$ cat src/rtl/alu_mul_sequencer.sv
// Multi-cycle shift-and-add multiplier that borrows the shared alu adder.
// Returns the low N bits of a*b; terminates early once the multiplier runs out of ones.
package alu_pkg;
   typedef enum logic [3:0] {
      ALU_ADD = 4'd0,
      ALU_SUB = 4'd1,
      ALU_AND = 4'd2,
      ALU_OR  = 4'd3,
      ALU_XOR = 4'd4,
      ALU_SLT = 4'd5
   } alu_control_t;
endpackage

module alu_mul_sequencer #(
   parameter int N = 32
) (
   input  logic                  clk,
   input  logic                  rst,
   alu_mul_sequencer_if.slave    bus,
   output logic                  busy,
   output logic [N-1:0]          alu_a,
   output logic [N-1:0]          alu_b,
   output alu_pkg::alu_control_t alu_control,
   input  logic [N-1:0]          alu_result
);
   import alu_pkg::*;

   localparam int CW = $clog2(N);

   typedef enum logic [1:0] {
      IDLE = 2'd0,
      RUN  = 2'd1,
      DONE = 2'd2
   } state_t;

   state_t        state_reg,   state_next;
   logic [N-1:0]  acc_reg,     acc_next;
   logic [N-1:0]  mcand_reg,   mcand_next;
   logic [N-1:0]  mplier_reg,  mplier_next;
   logic [CW-1:0] count_reg,   count_next;
   logic [N-1:0]  product_reg, product_next;

   always_ff @(posedge clk) begin
      if (rst) begin
         state_reg   <= IDLE;
         acc_reg     <= '0;
         mcand_reg   <= '0;
         mplier_reg  <= '0;
         count_reg   <= '0;
         product_reg <= '0;
      end else begin
         state_reg   <= state_next;
         acc_reg     <= acc_next;
         mcand_reg   <= mcand_next;
         mplier_reg  <= mplier_next;
         count_reg   <= count_next;
         product_reg <= product_next;
      end
   end

   always_comb begin
      state_next    = state_reg;
      acc_next      = acc_reg;
      mcand_next    = mcand_reg;
      mplier_next   = mplier_reg;
      count_next    = count_reg;
      product_next  = product_reg;
      bus.in_ready  = 1'b0;
      bus.out_valid = 1'b0;
      busy          = 1'b0;
      alu_a         = '0;
      alu_b         = '0;
      alu_control   = ALU_ADD;

      unique case (state_reg)
         IDLE: begin
            bus.in_ready = 1'b1;
            if (bus.in_valid) begin
               acc_next    = '0;
               mcand_next  = bus.in_a;
               mplier_next = bus.in_b;
               count_next  = '0;
               state_next  = RUN;
            end
         end
         RUN: begin
            busy        = 1'b1;
            alu_a       = acc_reg;
            alu_b       = mcand_reg;
            if (mplier_reg[0]) begin
               acc_next = alu_result;
            end
            mcand_next  = mcand_reg << 1;
            mplier_next = mplier_reg >> 1;
            count_next  = count_reg + CW'(1);
            // Stop as soon as no multiplier ones remain, or after the last bit.
            if ((mplier_reg >> 1) == '0 || count_reg == CW'(N - 1)) begin
               product_next = acc_next;
               state_next   = DONE;
            end
         end
         DONE: begin
            busy          = 1'b1;
            bus.out_valid = 1'b1;
            if (bus.out_ready) begin
               state_next = IDLE;
            end
         end
         default: state_next = IDLE;
      endcase
   end

   // The result lives in its own register so it survives acc being cleared on the next accept.
   assign bus.out_product = product_reg;
endmodule

$ cat src/rtl/alu_mul_sequencer_if.sv
// Request/response handshake bundle for the shift-and-add multiplier sequencer.
// The caller drives the master side; the sequencer implements the slave side.
interface alu_mul_sequencer_if #(
   parameter int N = 32
);
   logic         in_valid;
   logic         in_ready;
   logic [N-1:0] in_a;
   logic [N-1:0] in_b;
   logic         out_valid;
   logic         out_ready;
   logic [N-1:0] out_product;

   modport master (
      output in_valid, in_a, in_b, out_ready,
      input  in_ready, out_valid, out_product
   );

   modport slave (
      input  in_valid, in_a, in_b, out_ready,
      output in_ready, out_valid, out_product
   );
endinterface

$ cat src/flat_wrapper.sv
// flat-port wrapper written by rule: the top's interface ports become plain ports
module alu_mul_sequencer_flat import alu_pkg::*;
#(
   parameter int N = 32
)
  (clk, rst, busy, alu_a, alu_b, alu_control, alu_result, bus_in_valid, bus_in_a, bus_in_b, bus_out_ready, bus_in_ready, bus_out_valid, bus_out_product);
  alu_mul_sequencer_if #(.N(N)) bus_i ();
  input  logic clk;
  input  logic rst;
  output logic busy;
  output logic [N-1:0] alu_a;
  output logic [N-1:0] alu_b;
  output alu_pkg::alu_control_t alu_control;
  input  logic [N-1:0] alu_result;
  input wire logic [$bits(bus_i.in_valid)-1:0] bus_in_valid;
  input wire logic [$bits(bus_i.in_a)-1:0] bus_in_a;
  input wire logic [$bits(bus_i.in_b)-1:0] bus_in_b;
  input wire logic [$bits(bus_i.out_ready)-1:0] bus_out_ready;
  output wire logic [$bits(bus_i.in_ready)-1:0] bus_in_ready;
  output wire logic [$bits(bus_i.out_valid)-1:0] bus_out_valid;
  output wire logic [$bits(bus_i.out_product)-1:0] bus_out_product;
  assign bus_i.in_valid = bus_in_valid;
  assign bus_i.in_a = bus_in_a;
  assign bus_i.in_b = bus_in_b;
  assign bus_i.out_ready = bus_out_ready;
  assign bus_in_ready = bus_i.in_ready;
  assign bus_out_valid = bus_i.out_valid;
  assign bus_out_product = bus_i.out_product;
  alu_mul_sequencer #(.N(N)) u_core (.clk(clk), .rst(rst), .bus(bus_i), .busy(busy), .alu_a(alu_a), .alu_b(alu_b), .alu_control(alu_control), .alu_result(alu_result));
endmodule
$ cat config.mk
export PLATFORM = sky130hd
export DESIGN_NAME = alu_mul_sequencer_flat
export DESIGN_NICKNAME = d
export VERILOG_FILES = /design/src/rtl/alu_mul_sequencer.sv /design/src/rtl/alu_mul_sequencer_if.sv /design/src/flat_wrapper.sv
export SDC_FILE = /design/constraint.sdc
export NUM_CORES = 1
export LEC_CHECK = 0
export CELL_PAD_IN_SITES_DETAIL_PLACEMENT = 0
export CELL_PAD_IN_SITES_GLOBAL_PLACEMENT = 2
export CORE_ASPECT_RATIO = 1.25
export CORE_UTILIZATION = 30
export CTS_CLUSTER_DIAMETER = 30
export DETAILED_ROUTE_END_ITERATION = 10
export PLACE_DENSITY_LB_ADDON = 0.08
export SLEW_MARGIN = 20
export SYNTH_ARGS = -nofsm -noshare
export SYNTH_HDL_FRONTEND = slang
export SYNTH_SLANG_ARGS = --single-unit
export TNS_END_PERCENT = 20
$ cat constraint.sdc
create_clock -name clk -period 2.8 [get_ports clk]
set_input_delay 0.28 -clock clk [delete_from_list [all_inputs] [get_ports clk]]
set_output_delay 0.28 -clock clk [all_outputs]
set_load 0.05 [all_outputs]
==> After elaboration in Yosys (flattened, before gate mapping) <==
Index checks and enable logic that the tools add are counted.
{ "totals": {"register_bits": 135, "out_inout_bits": 103} }
{ "op_classes": {"n_addsub": 1, "n_eq_ne": 6, "mux": 18, "reduce_logical": 8} }
{ "op_table": {"columns": ["operator", "count"], "rows": [
  ["$mux W32", 6],
  ["$pmux W32 S2", 3],
  ["$logic_not A32 Y1", 1],
  ["$pmux W5 S2", 1],
  ["$mux W2", 3],
  ["$pmux W2 S3", 1],
  ["$add A5 B1 Y5 const B", 1],
  ["$eq A5 B5 Y1 const B", 1],
  ["$mux W5", 1],
  ["$ne A2 B2 Y1 const B", 2],
  ["$reduce_and A2 Y1", 2],
  ["$mux W1", 3],
  ["$reduce_and A3 Y1", 1],
  ["$eq A2 B1 Y1 const B", 1],
  ["$eq A2 B2 Y1 const B", 1],
  ["$logic_not A2 Y1", 1],
  ["$ne A2 B1 Y1 const B", 1],
  ["$reduce_bool A2 Y1", 1],
  ["$reduce_or A2 Y1", 1],
  ["$logic_or A1 B1 Y1", 1]
]} }

==> Longest topological paths before layout <==
Gate-level depths: netlist (run 1).
{ "logic_depth": {"word_depth": 4, "ltp_mapped": 10, "mapped_depth_nobuf": 7} }

==> Worst setup path before layout (run 1) <==
No wires, ideal clock.
{ "synth_path": {"path_type": "reg-to-reg", "start": "reg u_core.state_reg[0]", "end": "reg u_core.acc_reg[2]", "setup_ns": 0.128, "t_arrival_ns": 1.881, "t_required_ns": 2.672, "slack_ns": 0.791, "path_stages_with_launch": 10, "path_buffers": 2, "synth_period_minus_slack_ns": 2.009, "cell_sequence": "dfxtp_1 > inv_1 > ha_1 > buf_2 > nand2_1 > o21ai_2 > o21ai_1 > clkbuf_1 > a22oi_1 > nor2_1"} }
{ "synth_via": {"elab_chain_cells": 3} }
{ "synth_lines": {"columns": ["element", "line", "text"], "rows": [
  ["from (decl)", "alu_mul_sequencer.sv:36", "state_t state_reg, state_next;"],
  ["from (signal assigned)", "alu_mul_sequencer.sv:52", "state_reg <= state_next;"],
  ["$eq A2 B1 Y1 / $logic_not A2 Y1 (equally long branches)", "alu_mul_sequencer.sv:75", "unique case (state_reg)"],
  ["$reduce_bool A2 Y1 (no line) / $ne A2 B2 Y1 (equally long branches)", null, null],
  ["$reduce_and A2 Y1 (no line)", null, null],
  ["to (signal assigned)", "alu_mul_sequencer.sv:53", "acc_reg <= acc_next;"],
  ["to (decl)", "alu_mul_sequencer.sv:37", "logic [N-1:0] acc_reg, acc_next;"]
]} }
Several ways; a longest one is shown, not always the timed one.
A chain may end at the register's enable or synchronous reset.

==> Worst setup path after layout (run 1) <==
{ "layout_path": {"start": "reg u_core.state_reg[1]", "end": "out alu_a[8]"} }
{ "layout_via": {"elab_chain_cells": 2} }
{ "layout_lines": {"columns": ["element", "line", "text"], "rows": [
  ["$eq A2 B1 Y1", "alu_mul_sequencer.sv:75", null],
  ["$mux W32", "alu_mul_sequencer.sv:75", null],
  ["to (decl)", "flat_wrapper.sv:11", "output logic [N-1:0] alu_a;"]
]} }
No other way between the ends.

==> results.md, run 1 <==
- Antenna Cells: 0
- Worst path required time: around 2500 ps
- Layout cell share with drive strength beyond 1: 0.154
- Total of fill cells in the finished design: between 2000 and 2500
- Worst flop-to-flop path endpoint: u_core.acc_reg[14]$_SDFFE_PP0P_
- # H-tree levels: 4
- Net count, final: ~1000
- Sink Count: roughly 140
- Synthesis-to-layout area growth: 38.0%
- RSZ-0062 raised after global routing: false
- EDFF count, synth: 0
- Width of the die: between 100 and 150 um
- Post-Syn Instances: roughly 750
- Initial DRC Count: approximately 300
- Worst hold-check path type: input pin to flip-flop
- Slew margin rel.: 0.584
- Synthesized area per cell: between 8 and 9 um^2
- CP Launch Point: u_core.state_reg[1]$_SDFFE_PP0P_
- CP Capture Type: output pin
- Sequential share of the synthesized area: 0.402
- CP max stage delay: ~800 ps
- YS warnings: 0
- Crit path buffers/inverters: 2
- Via count: between 6000 and 7000
- Critical path peak fanout: 28
- Period minus WS final: 2520 ps
- I/O pins: 203
- CP Capture Point: alu_a[8]
- Final instance area: 0.00928 mm^2
- Routed WL per cell: approximately 17 um
- Placer's final routability congestion estimate: a little over 0.7
- Starting Density: 0.309
- Max Cap Viol: 0
- Detailed Route WL: just over 20000 um
- Port bufs: 198
- First-pass GRT wire length: 32500 um
- Crit share post-route: 0.899
- Root buffer cell: clkbuf_16
- RR Startpoint: u_core.state_reg[1]$_SDFFE_PP0P_
- Total GRT Usage: 0.181
- Initial antenna violation count: 0
- Highest clock rate: a little under 400 MHz
- Area after DPL: roughly 0.009 mm^2
- Hold violation count in the final report: 0
- Max VDD drop: approximately 0.42 mV
- Commonest non-fill, non-tap cell in the layout: clkdlybuf4s50_1
- Worst slew pin tran: roughly 620 ps
- CTS tree: yes
- Longest Clk Path Bufs: 2
- Critical path's top delay family: buffers and inverters
- Setup violators final: 0
- Drt via density: about 5
- Setup TNS: 0 ps
- Slowest cell on crit path: clkdlybuf4s50_1
- Row Count: 60
- Yosys reg bits: 135
- Cts repair resizes: 0
- Hold_buf cts: 0
- Power Density: around 770 mW/mm^2
- Vias in the first global route: between 6000 and 7000
- Clk_skew: roughly 13 ps
- Core footprint: 0.0218 mm^2
- Most frequent cells in the layout: clkdlybuf4s50_1 (147), nor2_1 (134), dfxtp_1 (134), buf_4 (68), mux2i_1 (65)
- Critical path class: flip-flop to output pin
- Cts bufs inserted: 17
- CP Cell Sequence: inv_1 -> ha_4 -> and2_1 -> clkdlybuf4s50_1
- Worst R2R Path Depth: 8
- Crit path depth: 4
- Post-route ant nets: 0
- Total grt overflow: 0
- Post-synth ARST share: 0
- Clk slew on worst S/H paths: 60 ps
- Status: finished clean
- Die height: about 170 um
- Overall Power: about 7.1 mW
- Leakage: roughly 3.4 nW
- Clk Latency, worst-skew pair: between 400 and 500 ps
- Largest net degree at the start of global routing: between 60 and 70
- Slew Viols, Final: 0
- Residual DRC: 0
- Mapped Area: 0.00673 mm^2
- Post-synth top flop: dfxtp_1
- Hpwl dp: around 13000 um
- Die ar.: approximately 0.023 mm^2
- Worst path arrival time: around 2200 ps
- R2R setup slack: 730 ps
- Synth unique cells: 40
- Startpoint class of the critical path: flip-flop
- Post-CTS Setup Bufs: 0
- DR pass1 iterations: 4
## stage by stage
| stage | hold WS (ps) | std cells | util | worst slack (ps) |
|---|---|---|---|---|
| 3_3_place_gp | 471 | 1172 | 0.402 | 668 |
| 4_1_cts | 212 | 1204 | 0.426 | 236 |
| 6_report | 232 | 1204 | 0.426 | 283 |
| 2_1_floorplan | 441 | 754 | - | 791 |
| 3_5_place_dp | 480 | 1172 | 0.402 | 627 |
| 5_1_grt | 220 | 1204 | 0.426 | 130 |
## logic make-up after synthesis
group                      synth area share
other                              0.000557
adders and majority gates           0.00930
and+or+nand+nor                       0.194
buffers and inverters                0.0653
DFF                                   0.402
muxes                                0.0967
AOI/OAI and AO/OA                     0.233
## per-layer routing
layer  GRT usage  routed length (um)  vias to the layer above
li1            -                   -                     3022
met5           0                   0                        -
met3      0.0508                1350                       14
met2       0.298                9780                      171
met4      0.0512                 231                        0
met1       0.227                9210                     2864
## cell type report
type                    count  area (um^2)  share of cell area
clock buffers              18          429              0.0462
clock inverters            14          105              0.0113
inverters                   3         11.3             0.00121
multi-input cells         536         3620               0.390
flip-flops and latches    135         2700               0.291
well taps                 279          349              0.0376
repair buffers            219         2060               0.222
## worst min path at each step
stage / depth (start not counted) / startpoint / end
detailed placement: 2 / u_core.count_reg[4]$_SDFFE_PP0P_ / u_core.count_reg[4]$_SDFFE_PP0P_
global placement: 2 / u_core.count_reg[4]$_SDFFE_PP0P_ / u_core.count_reg[4]$_SDFFE_PP0P_
finish: 2 / rst / u_core.acc_reg[19]$_SDFFE_PP0P_
floorplan: 2 / alu_result[1] / u_core.acc_reg[1]$_SDFFE_PP0P_
CTS: 2 / rst / u_core.acc_reg[19]$_SDFFE_PP0P_
global route: 2 / rst / u_core.acc_reg[17]$_SDFFE_PP0P_
## synthesized netlist by cell type, drive strengths merged, types with 7 or more instances
library cell | count | share of area
dfxtp | 135 | 0.40
nor2 | 134 | 0.075
and2 | 65 | 0.061
mux2i | 65 | 0.097
a211oi | 63 | 0.093
clkbuf | 46 | 0.026
a21oi | 38 | 0.028
buf | 34 | 0.038
a22oi | 33 | 0.037
o21ai | 33 | 0.025
a2111oi | 31 | 0.040
nand3b | 30 | 0.033
nor4 | 7 | 0.0074
## report_power, final
part	internal (mW)	switching, mW	total (mW)
clock network	1.14	0.907	2.04
registers	2.24	0.289	2.52
logic	0.953	1.59	2.54
total	4.32	2.79	7.11
Power figures use the tool's default switching activity.
==> run 2: changes to the inputs <==
--- a/config.mk
+++ b/config.mk
@@ -5,6 +5,7 @@
 export SDC_FILE = /design/constraint.sdc
 export NUM_CORES = 1
 export LEC_CHECK = 0
+export ABC_CLOCK_PERIOD_IN_PS = 2800
 export CELL_PAD_IN_SITES_DETAIL_PLACEMENT = 0
 export CELL_PAD_IN_SITES_GLOBAL_PLACEMENT = 2
 export CORE_ASPECT_RATIO = 1.25
==> results of run 2 <==
Same layout as run 1: the final DEF is identical, and so are final timing and power.
